[config.mk]
export PLATFORM = sky130hd
export DESIGN_NAME = lsu_mem_initiator
export DESIGN_NICKNAME = d
export VERILOG_FILES = /design/src/rtl/lsu_mem_initiator.sv
export SDC_FILE = /design/constraint.sdc
export NUM_CORES = 1
export LEC_CHECK = 0
export CAP_MARGIN = 20
export CORE_AREA = 2 2 102 104
export CTS_CLUSTER_DIAMETER = 100
export DETAILED_ROUTE_END_ITERATION = 12
export DIE_AREA = 0 0 104 106
export DONT_BUFFER_PORTS = 1
export HOLD_SLACK_MARGIN = 0.15
export PLACE_DENSITY = 0.75
export SYNTH_ARGS = -nofsm -noshare
export SYNTH_HDL_FRONTEND = slang
export SYNTH_SLANG_ARGS = --single-unit
[constraint.sdc]
create_clock -name clk -period 2.4 [get_ports clk]
set_clock_uncertainty 0.2 [all_clocks]
set_input_delay 0.48 -clock clk [delete_from_list [all_inputs] [get_ports clk]]
set_output_delay 0.48 -clock clk [all_outputs]
set_load 0.02 [all_outputs]
[src/rtl/lsu_mem_initiator.sv]
// Load/store initiator: takes one core request at a time, drives an aligned memory
// strobe for MEM_LATENCY cycles, and returns extended load data or an error response.
module lsu_mem_initiator #(
    parameter int unsigned MEM_LATENCY = 1
) (
    input  logic        clk,
    input  logic        reset,
    input  logic        req_valid,
    output logic        req_ready,
    input  logic        req_wen,
    input  logic [31:0] req_addr,
    input  logic [31:0] req_wdata,
    input  logic [1:0]  req_size,
    input  logic        req_unsigned,
    output logic        resp_valid,
    input  logic        resp_ready,
    output logic [31:0] resp_rdata,
    output logic        resp_err,
    output logic        mem_valid,
    output logic        mem_wen,
    output logic [31:0] mem_raddr,
    output logic [31:0] mem_waddr,
    output logic [31:0] mem_wdata,
    output logic [7:0]  mem_wmask,
    input  logic [31:0] mem_rdata
);

    typedef enum logic [1:0] {
        IDLE,
        ACCESS,
        RESP
    } state_e;

    localparam logic [3:0] CNT_INIT = 4'(MEM_LATENCY - 1);

    state_e      state_q, state_d;
    logic [3:0]  cnt_q, cnt_d;
    logic        wen_q, wen_d;
    logic [1:0]  size_q, size_d;
    logic [1:0]  off_q, off_d;
    logic        uns_q, uns_d;
    logic        mem_valid_q, mem_valid_d;
    logic        mem_wen_q, mem_wen_d;
    logic [31:0] mem_addr_q, mem_addr_d;
    logic [31:0] mem_wdata_q, mem_wdata_d;
    logic [7:0]  mem_wmask_q, mem_wmask_d;
    logic        resp_valid_q, resp_valid_d;
    logic [31:0] resp_rdata_q, resp_rdata_d;
    logic        resp_err_q, resp_err_d;

    logic        req_err;
    logic [7:0]  req_wmask;
    logic [31:0] req_wdata_masked;
    logic [31:0] req_wdata_lane;
    logic [31:0] rdata_shift;
    logic [31:0] load_data;

    // Request decode: alignment check, byte mask and lane placement of store data.
    // NOTE: every always_comb output gets a default first so no path can infer a latch.
    always_comb begin
        req_err          = 1'b0;
        req_wmask        = 8'h00;
        req_wdata_masked = 32'h0;
        case (req_size)
            2'd0: begin
                req_wmask        = 8'h01 << req_addr[1:0];
                req_wdata_masked = {24'h0, req_wdata[7:0]};
            end
            2'd1: begin
                req_err          = req_addr[0];
                req_wmask        = 8'h03 << req_addr[1:0];
                req_wdata_masked = {16'h0, req_wdata[15:0]};
            end
            2'd2: begin
                req_err          = |req_addr[1:0];
                req_wmask        = 8'h0F;
                req_wdata_masked = req_wdata;
            end
            default: req_err = 1'b1;
        endcase
        if (!req_wen) begin
            req_wmask = 8'h00;
        end
        req_wdata_lane = req_wen ? (req_wdata_masked << {req_addr[1:0], 3'b000}) : 32'h0;
    end

    // Load extraction from the latched offset/size of the outstanding access.
    always_comb begin
        rdata_shift = mem_rdata >> {off_q, 3'b000};
        case (size_q)
            2'd0:    load_data = {{24{~uns_q & rdata_shift[7]}}, rdata_shift[7:0]};
            2'd1:    load_data = {{16{~uns_q & rdata_shift[15]}}, rdata_shift[15:0]};
            default: load_data = rdata_shift;
        endcase
    end

    always_comb begin
        state_d      = state_q;
        cnt_d        = cnt_q;
        wen_d        = wen_q;
        size_d       = size_q;
        off_d        = off_q;
        uns_d        = uns_q;
        mem_valid_d  = mem_valid_q;
        mem_wen_d    = mem_wen_q;
        mem_addr_d   = mem_addr_q;
        mem_wdata_d  = mem_wdata_q;
        mem_wmask_d  = mem_wmask_q;
        resp_valid_d = resp_valid_q;
        resp_rdata_d = resp_rdata_q;
        resp_err_d   = resp_err_q;

        unique case (state_q)
            IDLE: begin
                if (req_valid) begin
                    wen_d       = req_wen;
                    size_d      = req_size;
                    off_d       = req_addr[1:0];
                    uns_d       = req_unsigned;
                    mem_addr_d  = {req_addr[31:2], 2'b00};
                    mem_wdata_d = req_wdata_lane;
                    mem_wmask_d = req_wmask;
                    if (req_err) begin
                        state_d      = RESP;
                        resp_valid_d = 1'b1;
                        resp_err_d   = 1'b1;
                        resp_rdata_d = 32'h0;
                    end else begin
                        state_d     = ACCESS;
                        cnt_d       = CNT_INIT;
                        mem_valid_d = 1'b1;
                        mem_wen_d   = req_wen;
                    end
                end
            end
            ACCESS: begin
                if (cnt_q == 4'd0) begin
                    state_d      = RESP;
                    mem_valid_d  = 1'b0;
                    mem_wen_d    = 1'b0;
                    resp_valid_d = 1'b1;
                    resp_err_d   = 1'b0;
                    resp_rdata_d = wen_q ? 32'h0 : load_data;
                end else begin
                    cnt_d = cnt_q - 4'd1;
                end
            end
            RESP: begin
                if (resp_ready) begin
                    state_d      = IDLE;
                    resp_valid_d = 1'b0;
                    resp_rdata_d = 32'h0;
                    resp_err_d   = 1'b0;
                end
            end
            default: state_d = IDLE;
        endcase
    end

    // NOTE: sequential state uses non-blocking assignments so every flop samples pre-edge values.
    always_ff @(posedge clk) begin
        if (reset) begin
            state_q      <= IDLE;
            cnt_q        <= 4'd0;
            wen_q        <= 1'b0;
            size_q       <= 2'd0;
            off_q        <= 2'd0;
            uns_q        <= 1'b0;
            mem_valid_q  <= 1'b0;
            mem_wen_q    <= 1'b0;
            mem_addr_q   <= 32'h0;
            mem_wdata_q  <= 32'h0;
            mem_wmask_q  <= 8'h00;
            resp_valid_q <= 1'b0;
            resp_rdata_q <= 32'h0;
            resp_err_q   <= 1'b0;
        end else begin
            state_q      <= state_d;
            cnt_q        <= cnt_d;
            wen_q        <= wen_d;
            size_q       <= size_d;
            off_q        <= off_d;
            uns_q        <= uns_d;
            mem_valid_q  <= mem_valid_d;
            mem_wen_q    <= mem_wen_d;
            mem_addr_q   <= mem_addr_d;
            mem_wdata_q  <= mem_wdata_d;
            mem_wmask_q  <= mem_wmask_d;
            resp_valid_q <= resp_valid_d;
            resp_rdata_q <= resp_rdata_d;
            resp_err_q   <= resp_err_d;
        end
    end

    assign req_ready  = (state_q == IDLE);
    assign resp_valid = resp_valid_q;
    assign resp_rdata = resp_rdata_q;
    assign resp_err   = resp_err_q;
    assign mem_valid  = mem_valid_q;
    assign mem_wen    = mem_wen_q;
    assign mem_raddr  = mem_addr_q;
    assign mem_waddr  = mem_addr_q;
    assign mem_wdata  = mem_wdata_q;
    assign mem_wmask  = mem_wmask_q;

endmodule

* After elaboration in Yosys (flattened, before gate mapping) *
Cells that the tools add are included.

word-level totals
  register bits after elaboration = 118
  bits of input ports = 104
  output and inout bits = 141

operators by class
  mux-type cells = 34
  equality and inequality tests = 11
  bitwise operators = 3
  shift-type cells = 4
  reductions and logical operators = 12
  add/sub/neg operators = 1

operators with widths
  kind                 number
  $mux 32              6
  $pmux 32 s3          2
  $pmux 32 s2          1
  $shl 32x5->32        1
  $shr 32x5->32        1
  $pmux 8 s3           1
  $mux 4               3
  $ne 2x2->1 const B   5
  $mux 1               9
  $pmux 1 s3           3
  $mux 2               4
  $mux 8               1
  $pmux 4 s2           1
  $reduce_and 4->1     2
  $shl 1x2->8 const A  1
  $shl 2x2->8 const A  1
  $eq 2x1->1 const B   3
  $logic_not 2->1      3
  $pmux 2 s3           1
  $reduce_and 5->1     1
  $eq 2x2->1 const B   2
  $logic_not 4->1      1
  $pmux 1 s2           2
  $sub 4x1->4 const B  1
  other kinds (8)      9

* Longest topological paths before layout *
  depth in word-level cells = 6
  depth in mapped cells = 8

* Least setup slack after synthesis *
Ideal clock, no wire load.

  path type = register -> register
  from = register state_q[0]
  to = register resp_rdata_q[24], in the netlist resp_rdata[24]
  data required time = 2113 ps
  slack = 204 ps
  data arrival time = 1909 ps
  cell stages (with the launch flop) = 9
  buffers on the path = 2
  path through = dfxtp_1 inv_1 ha_1 buf_6 nor2b_2 nor4b_4 nand3_2 buf_6 o31ai_1

on the way
  word-level cells in the longest chain between the ends = 3
  elaborated cells on any way between the ends = 10
  classes of those cells = eq/ne (6); mux (1); reduce/logical (3)

RTL lines
  what                                                 line  source
  start: declaration                                   36    state_e state_q, state_d;
  start signal: assignment                             178   state_q <= state_d;
  $logic_not 2->1 (*)                                  --
  named net req_ready                                  9     output logic req_ready,
  $ne 2x1->1 (no source line) (tied with other cells)  --
  $reduce_and 5->1 (no source line)                    --
  end signal: assignment                               190   resp_rdata_q <= resp_rdata_d;
  end: declaration                                     48    logic [31:0] resp_rdata_q, resp_rdata_d;

The timed path passes the listed nets; every way through them passes the cells marked *.
A chain may end at the register's enable or synchronous reset.

* Worst setup path in the final report *
  from = input port req_addr[0]
  to = register mem_wdata_q[23], in the netlist mem_wdata[23]

on the way
  word-level cells in the longest chain between the ends = 2

RTL lines
  what                    line  source
  start: declaration      11    input logic [31:0] req_addr,
  $shl 32x5->32           84    req_wdata_lane = req_wen ? (req_wdata_masked << {req_addr[1:0], 3'b000}) : 32'h0;
  $mux 32                 84
  end signal: assignment  187   mem_wdata_q <= mem_wdata_d;
  end: declaration        45    logic [31:0] mem_wdata_q, mem_wdata_d;

Every way passes these cells.

==> metrics.md <==
| Metric | Value |
|---|---|
| Top cell type's share of synthesized area | `0.393` |
| Number of flops mapped to enable cells by yosys | `0` |
| Run status | `complete, no violations` |
| P_sw | `2.08 mW` |
| Starting DRT DRC Count | `807` |
| Crit path time final | `2350 ps` |
| RSZ-0062 raised after global routing | `no` |
| ANT nets after route | `0` |
| Pins Over Slew Limit | `0` |
| Pwr/cell area | `853 mW/mm^2` |
| Crit path DAT | `2550 ps` |
| Full die area | `0.0110 mm^2` |
| Fmax | `426 MHz` |
| Global-route wire length before repair | `29,600 um` |
| Switching Share | `0.326` |
| CP max stage delay | `750 ps` |
| HP Class | `input port to register` |
| Cell taking the most area after synthesis | `dfxtp_1` |
| Initial core utilization | `0.586` |
| Ys Warns | `0` |
| VDD IR-drop max | `0.470 mV` |
| RePlAce Congestion | `0.929` |
| Final worst-path cycle share | `0.978` |
| I/O pins | `245` |
| Final net count | `869` |
| Wire per inst | `21.3 um` |
| Area contributors post-synth | `dfxtp_1 39%, a21oi_1 6.8%, nand2_1 6.7%, buf_4 5.0%, mux2i_1 4.4%` |
| Sequential area share after synthesis | `0.393` |
| Initial antenna violation count | `0` |
| Via count | `5,844` |
| Max Buffers Root-to-Sink | `2` |
| Setup violators final | `0` |
| Die W | `104 um` |
| CTS root buffer | `clkbuf_8` |
| Worst-path clk slew | `60 ps` |
| Clk_lat worst skew | `520 ps` |
| Core Area | `0.0100 mm^2` |
| Cell mode on critical path | `dlygate4sd3_1` |
| DRC viols | `0` |
| Slew HR | `0.341` |
| Vias in the first global route | `5,795` |
| Routed WL | `19,400 um` |
| Setup tns final | `0 ps` |
| Internal | `4.31 mW` |
| All-layer global routing usage | `0.338` |
| CTS Sinks | `115` |
| Finished Cell Area | `0.00750 mm^2` |
| CP max-delay cell | `dlygate4sd3_1` |
| Critical Path Sink Type | `register` |
| Placed Area | `0.00569 mm^2` |
| Row count | `37` |
| Min Hold Slack | `172 ps` |
| CP Launch Type | `input port` |
| Leakage | `2.72 nW` |
| Logic pwr share | `0.221` |
| Die Y | `106 um` |
| IO Port Bufs | `0` |
| Seq cells post-synth | `115` |
| Power share of the clock group | `0.401` |
| Most frequent cells in the layout | `114 x dfxtp_1, 114 x dlygate4sd3_1, 103 x nand2_1, 80 x a21oi_1, 40 x nor2_1` |
| Largest net degree at the start of global routing | `89` |
| Crit-path cells | `dlygate4sd3_1 > a32o_1 > dlygate4sd3_1 > a222oi_1 > nor2_1` |
| Synth unique cells | `66` |
| Mapped Area | `0.00586 mm^2` |
| Fillers | `687` |
| Drt pass-1 iters | `6` |
| Maximum fanout along the worst path | `27` |
| Ys async rst share | `0` |
| Detail Placement HPWL | `11,400 um` |
| Worst path required time | `2600 ps` |
| Main synth FF type | `dfxtp_1` |
| CTS H-tree lvls | `4` |
| Vias per cell | `6.43` |
| Final Power | `6.40 mW` |
| GR Overflow Total | `0` |
| Share of cells above drive strength 1 | `0.118` |
| CP Class | `input port to register` |
| Max cap viols | `0` |
| Cells after Synth | `691` |
| Slew @ Worst Pin | `987 ps` |
| Sequential power share | `0.378` |
| Synth-to-Final Area Change | `28.0%` |
| Num CTS Buffers | `17` |
| CTS tree | `done` |
| Average cell area after synthesis | `8.48 um^2` |
| Final hold violation count | `0` |
## power by group through the flow
stage | clock [mW] | combinational, mW | sequential (mW)
5_1_grt | 2.68 | 1.53 | 2.43
2_1_floorplan | 0 | 1.10 | 2.32
4_1_cts | 2.59 | 1.35 | 2.41
3_5_place_dp | 0 | 1.13 | 2.45
3_3_place_gp | 0 | 1.09 | 2.45
6_report | 2.57 | 1.42 | 2.42
## flip-flops by register name (all words and copies together) (netlist names)
register    cells
mem_wdata      32
resp_rdata     32
mem_raddr      30
cnt_q           4
resp_err        1
state_q         2
size_q          2
mem_wen         1
resp_valid      1
wen_q           1
mem_wmask       5
off_q           2
uns_q           1
mem_valid       1
## stage by stage
stage	util	cells	setup WS (ps)
global placement	0.569	760	189
global route	0.750	908	12.2
CTS	0.748	908	45.1
detailed placement	0.569	760	80.4
floorplan	-	697	204
finish	0.750	909	51.9
## what timing repair did
| item | CTS | global route |
|---|---|---|
| hold buffers | 116 | 0 |
| hold endpoints to repair | 109 | 0 |
| setup endpoints to repair | 0 | 29 |
| resized for setup | 0 | 6 |
| buffers inserted | 0 | 0 |
## worst max-delay path, delay by kind of cell
family	cells	cell delay, ps
AOI/OAI and AO/OA	2	680
buffers and inverters	2	1320
and+or+nand+nor	1	70
## synthesized netlist by cell type (all sizes together) (2+ instances only)
cell     instances
o31ai           12
o21a             2
buf             58
a211oi          11
inv              9
a22o             7
a32o             8
o21ai           36
o211ai          16
a222oi           8
nor3             4
mux2             8
ha               6
mux2i           27
and2             3
nor2            41
nand2          104
a22oi           25
nor2b           14
clkbuf          36
o2bb2ai          7
a311oi           3
o21bai           2
dfxtp          115
nand3            5
nand4           12
nand2b           4
a21oi           81
or2              3
a211o            2
nor4             4
or3b             2
## path summary, 6_finish.rpt
kind                      startpoint                          to  slack, ps  cells after the start
min reg2reg       wen_q$_SDFFE_PP0P_          wen_q$_SDFFE_PP0P_        270                      2
max reg2reg  state_q[1]$_SDFFE_PP0P_   mem_wmask[0]$_SDFFE_PP0P_         80                      7
max                      req_addr[0]  mem_wdata[23]$_SDFFE_PP0P_         50                      5
min                    req_wdata[13]  mem_wdata[13]$_SDFFE_PP0P_        170                      4
## per-layer routing
layer / GRT usage / share of wire / vias to the layer above
li1: - / - / 2585
met2: 0.590 / 0.49 / 420
met5: 0 / 0 / -
met3: 0.107 / 0.10 / 111
met1: 0.359 / 0.36 / 2728
met4: 0.204 / 0.052 / 0
## kinds of logic after synthesis
family | Yosys count | share of synthesized area
compound gates | 226 | 0.264
simple gates | 203 | 0.166
flops | 115 | 0.393
buf+inv | 104 | 0.0989
mux | 35 | 0.0636
fa+ha+maj | 6 | 0.0128
other cells | 1 | 0.000640
xor+xnor | 1 | 0.00150
## layout make-up
class,count,area (um^2),area share
Sequential cell,115,2300,0.307
Clock inverter,11,151,0.0202
Timing Repair Buffer,137,1370,0.182
Inverter,10,37.5,0.00500
Multi-Input combinational cell,478,3010,0.401
Antenna cell,1,2.50,0.000334
Clock buffer,21,459,0.0612
Tap cell,136,170,0.0227
Note: power is estimated with default switching activity, not from simulation.
